--- src/rtl/avalon_burst_slave_bram.sv ---
// ---------------------------------------------------------------------------
// avalon_burst_slave_bram
//
// Avalon-MM burst responder that terminates linear read and write bursts
// into a simple single-port synchronous memory (BRAM/M10K). It stands in
// for an f2sdram port on chip and serves as a target for checking masters.
// Only one transaction is in progress at a time.
//
// Ports
//   clk            single clock for bus and memory
//   rst_n          asynchronous active-low reset
//   waitrequest    registered Avalon stall
//   burstcount     beats in burst, sampled on command accept
//   address        word address, sampled on command accept
//   readdata       read beat data (straight from mem_rdata)
//   readdatavalid  read beat valid
//   read           read command
//   writedata      write beat data
//   byteenable     write byte lanes
//   write          write command / beat
//   mem_addr       memory word address
//   mem_wdata      memory write data
//   mem_be         memory byte enables
//   mem_we         memory write strobe
//   mem_re         memory read strobe
//   mem_rdata      memory read data, valid MEM_LATENCY cycles after mem_re
//   proto_err      sticky protocol-violation flag
// ---------------------------------------------------------------------------
module avalon_burst_slave_bram #(
  parameter int DATA_WIDTH       = 64,
  parameter int BURSTCOUNT_WIDTH = 8,
  parameter int MEM_ADDR_WIDTH   = 10,
  parameter int MEM_LATENCY      = 2,
  localparam int BE_WIDTH   = DATA_WIDTH / 8,
  localparam int ADDR_WIDTH = 32 - $clog2(DATA_WIDTH / 8)
) (
  input  logic                        clk,
  input  logic                        rst_n,
  output logic                        waitrequest,
  input  logic [BURSTCOUNT_WIDTH-1:0] burstcount,
  input  logic [ADDR_WIDTH-1:0]       address,
  output logic [DATA_WIDTH-1:0]       readdata,
  output logic                        readdatavalid,
  input  logic                        read,
  input  logic [DATA_WIDTH-1:0]       writedata,
  input  logic [BE_WIDTH-1:0]         byteenable,
  input  logic                        write,
  output logic [MEM_ADDR_WIDTH-1:0]   mem_addr,
  output logic [DATA_WIDTH-1:0]       mem_wdata,
  output logic [BE_WIDTH-1:0]         mem_be,
  output logic                        mem_we,
  output logic                        mem_re,
  input  logic [DATA_WIDTH-1:0]       mem_rdata,
  output logic                        proto_err
);

  localparam logic [1:0] IDLE        = 2'd0;
  localparam logic [1:0] WRITE_BURST = 2'd1;
  localparam logic [1:0] READ_BURST  = 2'd2;

  logic [1:0]                  state;
  logic [MEM_ADDR_WIDTH-1:0]   addr_q;
  logic [BURSTCOUNT_WIDTH-1:0] remaining;
  logic [BURSTCOUNT_WIDTH-1:0] issue_cnt;
  logic [BURSTCOUNT_WIDTH-1:0] pending;
  logic [MEM_LATENCY-1:0]      rdv_sr;

  logic [BURSTCOUNT_WIDTH-1:0] bc_eff;
  logic                        cmd_accept;
  logic                        wr_accept;
  logic                        rd_accept;

  // Upper Avalon address bits are deliberately ignored.
  logic unused_addr_bits;
  assign unused_addr_bits = ^address[ADDR_WIDTH-1:MEM_ADDR_WIDTH];

  assign readdata      = mem_rdata;
  assign mem_wdata     = writedata;
  assign mem_be        = byteenable;
  // readdatavalid is mem_re delayed by exactly MEM_LATENCY cycles.
  assign readdatavalid = rdv_sr[MEM_LATENCY-1];

  // Beat 0 of a write goes to memory in the accept cycle, so the memory
  // address comes straight from the bus while idle; afterwards the latched
  // incrementing address drives it. A zero burstcount behaves as one beat.
  always_comb begin
    bc_eff     = (burstcount == '0) ? BURSTCOUNT_WIDTH'(1) : burstcount;
    cmd_accept = (state == IDLE) && !waitrequest;
    wr_accept  = cmd_accept && write;
    rd_accept  = cmd_accept && read && !write;
    mem_we     = wr_accept || ((state == WRITE_BURST) && write);
    mem_re     = (state == READ_BURST) && (issue_cnt != '0);
    mem_addr   = (state == IDLE) ? address[MEM_ADDR_WIDTH-1:0] : addr_q;
  end

  // Read bursts keep two counters: issue_cnt for strobes still to send and
  // pending for beats still to come back. The burst ends, and waitrequest
  // drops, on the edge after the last returned beat.
  always_ff @(posedge clk or negedge rst_n) begin
    if (!rst_n) begin
      state       <= IDLE;
      waitrequest <= 1'b1;
      addr_q      <= '0;
      remaining   <= '0;
      issue_cnt   <= '0;
      pending     <= '0;
      rdv_sr      <= '0;
      proto_err   <= 1'b0;
    end else begin
      rdv_sr <= (rdv_sr << 1) | MEM_LATENCY'(mem_re);
      case (state)
        IDLE: begin
          waitrequest <= 1'b0;
          if (wr_accept) begin
            addr_q    <= address[MEM_ADDR_WIDTH-1:0] + MEM_ADDR_WIDTH'(1);
            remaining <= bc_eff - BURSTCOUNT_WIDTH'(1);
            if (bc_eff != BURSTCOUNT_WIDTH'(1)) begin
              state <= WRITE_BURST;
            end
            if (read || (burstcount == '0)) begin
              proto_err <= 1'b1;
            end
          end else if (rd_accept) begin
            addr_q      <= address[MEM_ADDR_WIDTH-1:0];
            issue_cnt   <= bc_eff;
            pending     <= bc_eff;
            state       <= READ_BURST;
            waitrequest <= 1'b1;
            if (burstcount == '0) begin
              proto_err <= 1'b1;
            end
          end
        end
        WRITE_BURST: begin
          if (read) begin
            proto_err <= 1'b1;
          end
          if (write) begin
            addr_q    <= addr_q + MEM_ADDR_WIDTH'(1);
            remaining <= remaining - BURSTCOUNT_WIDTH'(1);
            if (remaining == BURSTCOUNT_WIDTH'(1)) begin
              state <= IDLE;
            end
          end
        end
        READ_BURST: begin
          if (mem_re) begin
            addr_q    <= addr_q + MEM_ADDR_WIDTH'(1);
            issue_cnt <= issue_cnt - BURSTCOUNT_WIDTH'(1);
          end
          if (readdatavalid) begin
            pending <= pending - BURSTCOUNT_WIDTH'(1);
            if (pending == BURSTCOUNT_WIDTH'(1)) begin
              state       <= IDLE;
              waitrequest <= 1'b0;
            end
          end
        end
        default: begin
          state       <= IDLE;
          waitrequest <= 1'b0;
        end
      endcase
    end
  end

endmodule

--- config.mk ---
export PLATFORM = sky130hd
export DESIGN_NAME = avalon_burst_slave_bram
export DESIGN_NICKNAME = d
export VERILOG_FILES = /design/src/rtl/avalon_burst_slave_bram.sv
export SDC_FILE = /design/constraint.sdc
export NUM_CORES = 1
export LEC_CHECK = 0
export ABC_CLOCK_PERIOD_IN_PS = 2900
export BUFFER_PORTS_ARGS = -buffer_cell sky130_fd_sc_hd__clkbuf_2
export CORE_AREA = 4 4 127 129
export CTS_CLUSTER_DIAMETER = 200
export DETAILED_ROUTE_END_ITERATION = 12
export DIE_AREA = 0 0 131 133
export PLACE_DENSITY = 0.6
export SKIP_LAST_GASP = 1
export SLEW_MARGIN = 15
export SYNTH_ARGS = -nofsm -noshare
export SYNTH_HDL_FRONTEND = slang
export SYNTH_SLANG_ARGS = --single-unit
--- constraint.sdc ---
create_clock -name clk -period 2.9 [get_ports clk]
set_input_delay 0.145 -clock clk [delete_from_list [all_inputs] [get_ports clk]]
set_output_delay 0.145 -clock clk [all_outputs]
set_load 0.03 [all_outputs]
==> flow_metrics.tcl <==
set metrics [dict create \
    rsz0062_at_grt "false" \
    portBuffers 36 \
    total_power_mw 3.845 \
    clock_latency_ns 0.28 \
    combinationalPowerShare 0.542 \
    tritoncts "done" \
    cp_slowest_stage_delay_ns 0.40 \
    crit_buf_inv 2 \
    drt_iter0_drc 112 \
    dieHeight_um 133 \
    finalCriticalPeriod_ns 2.212 \
    finalMaxSlewViolations 0 \
    synth-seq-area-share 0.2551 \
    skew_ns 0.002677 \
    wire_per_inst_um 15.89 \
    routed_wl_mm 9.060 \
    post-place-ws_ns 0.7251 \
    ys_ff_latch 40 \
    die_w_um 131 \
    netlist_area_sq_um 3929 \
    pwr-share-seq 0.294 \
    p_leak_nw 1.393 \
    period_share 0.7629 \
    post_cts_resized 0 \
    yosysUniqueCellTypes 54 \
    start_util 0.2613 \
    num_vias 2882 \
    worst_setup_path_start_kind "register" \
    worst_slack_ns 0.6876 \
    avgSynthCellArea_sq_um 8.117 \
    clk_root_buffer_cell "clkbuf_16" \
    clk_path_buf_depth 2 \
    p_switching_mw 1.789 \
    maxCapViolCount 0 \
    cp.required_ns 3.07 \
    relSlewSlack 0.3826 \
    setup-tns-final_ns 0 \
    grt_max_degree 41 \
    peakVddDrop_uv 474.7 \
    grt_pass1_wl_mm 14.65 \
    antenna_found_initial 0 \
    dpl.hpwl_mm 6.924 \
    dieArea_sq_um 17420 \
    fmaxAchievable_ghz 0.4520 \
    fin_util 0.2309 \
    grt_overflow 0 \
    synth_cells 484 \
    fp.coreArea_sq_um 15030 \
    dr.pass1.iters 4 \
    hold_path.class "primary input to async pin" \
    intPower_mw 2.056 \
    pwr-share-clk 0.164 \
    drcViolationCount 0 \
    numCtsBuffers 5 \
    cts_htree_levels 2 \
    worst-path-max-fanout 12 \
    status "completed" \
    routed_via_density 5.056 \
    place_congestion 0.8193 \
    cpMaxStageDelayCell "dfrtp_1" \
    cellPowerDensity_nw_per_um2 1108 \
    grt_usage 0.1032 \
    syn_to_final_growth_pct -11.66 \
    cts_setup_buffers 0 \
    antenna_cells 0 \
    cp.arrival_ns 2.38 \
    path_delay_family "simple AND/OR/NAND/NOR gates" \
    crit_chain "inv_1, ha_1, buf_4, nand4b_1, nor3_1, xnor2_1, o21ai_0, a22o_1" \
    ys.flop_type "dfrtp_1" \
    setup_viol 0 \
    ys_warn_count 0 \
    hold-worst-slack_ns 0.001219 \
    drive_gt1_frac 0.1675 \
    p_sw_frac 0.4653 \
    ioPinCount 328 \
    hold_viol 0 \
    tightest_slew_ns 0.9261 \
    cts_num_sinks 40 \
    drt.antenna.violating_nets 0 \
    cts.clk_slew.worst_paths_ns 0.06 \
    critPathKind "register to register" \
    synth-edff-count 0 \
    end_kind "register" \
    rows 45 \
    grt_pass1_vias 2780 \
    nets 572 \
    synthArstFlopShare 1.000 \
    cts_hold_buf 0 \
    synth_nets 675 \
]
## registers in the layout (all words and copies together), names as in the netlist
name,flops
remaining,8
addr_q,10
state,2
waitrequest,1
rdv_sr,2
pending,8
issue_cnt,8
proto_err,1
## worst register-to-register path, stage by stage, from the launching register on
cell and delay, ns:
dfrtp_1 0.40, inv_1 0.11, ha_1 0.37, buf_4 0.27, nand4b_1 0.20, nor3_1 0.27
xnor2_1 0.18, o21ai_0 0.11, a22o_1 0.20
## logic make-up after synthesis
logic type,share of synthesized area
xor+xnor,0.02675
simple gates,0.1780
compound gates,0.1618
mux,0.04395
buf+inv,0.2898
fa+ha+maj,0.04459
flops,0.2551
## through the flow
stage,cells,cell area [sq um]
floorplan,484,3929
global placement,562,3307
detailed placement,562,3307
CTS,570,3471
global route,570,3471
finish,570,3471
## Yosys cell counts, types with 2 or more instances
cell	count	area share
nor2_1	13	0.012
nand2b_1	5	0.0080
nor3b_1	3	0.0057
o21ai_0	32	0.041
ha_1	14	0.045
or3_1	3	0.0048
and3_1	3	0.0048
a21oi_1	26	0.033
a21o_1	3	0.0057
nor4b_1	2	0.0045
and2_1	2	0.0032
or4_1	2	0.0038
buf_4	137	0.26
nand2_1	36	0.034
nand4_1	6	0.0096
nand3_1	25	0.032
o22ai_1	15	0.024
nor2b_1	6	0.0096
xnor2_1	7	0.016
mux2_2	10	0.029
a22o_1	4	0.0089
and3b_1	2	0.0045
nand3b_1	2	0.0038
a221o_1	3	0.0076
o31ai_1	3	0.0057
xor2_1	5	0.011
dfrtp_1	39	0.25
clkbuf_1	14	0.013
nor3_1	10	0.013
o21a_1	4	0.0076
nor4_1	7	0.011
inv_1	13	0.012
mux2i_1	6	0.015
o21bai_1	2	0.0038
## cell type report
cell class              count  area [sq um]
clock buffers               6         128.9
clock inverters             2         35.03
fillers                  1625         11560
inverters                  13         48.80
multi-input cells         278          1788
flip-flops and latches     40          1002
well taps                 188         235.2
repair buffers             43         232.7
## power groups by stage
stage	registers (mW)	clock network, mW	logic [mW]
6_report	1.13	0.632	2.08
5_1_grt	1.17	0.667	2.33
4_1_cts	1.13	0.639	2.09
3_5_place_dp	1.13	0	2.08
3_3_place_gp	1.12	0	2.03
2_1_floorplan	1.07	0	1.97
## final timing paths
check / start / to / slack, ns / cells past startpoint
max: state[0] / addr_q[8] / 0.69 / 8
min: rst_n / pending[2] / 0.001 / 1
max reg2reg: state[0] / addr_q[8] / 0.69 / 8
min reg2reg: rdv_sr[0] / rdv_sr[1] / 0.35 / 0
max in group asynchronous: rst_n / proto_err / 2.32 / 1
min in group clk: burstcount[3] / pending[3] / 0.21 / 3
## metal layers
layer	up-vias	wire, um	GRT usage
met5	-	0	0
met4	0	312	0.04514
met3	50	787	0.02947
met2	142	4182	0.1569
met1	1329	3778	0.1350
li1	1361	-	-
## cells in the final DEF (no fill, tap or decap), types with 13 or more instances in the layout
master / synthesis / final
o21ai_0: 32 / 32
ha_1: 14 / 14
inv_1: 13 / 13
nor2_1: 13 / 13
nand3_1: 25 / 25
a21oi_1: 26 / 26
o22ai_1: 15 / 15
nand2_1: 36 / 36
clkbuf_2: 0 / 35
dfrtp_1: 39 / 39
Note: power is estimated with default switching activity, not from simulation.
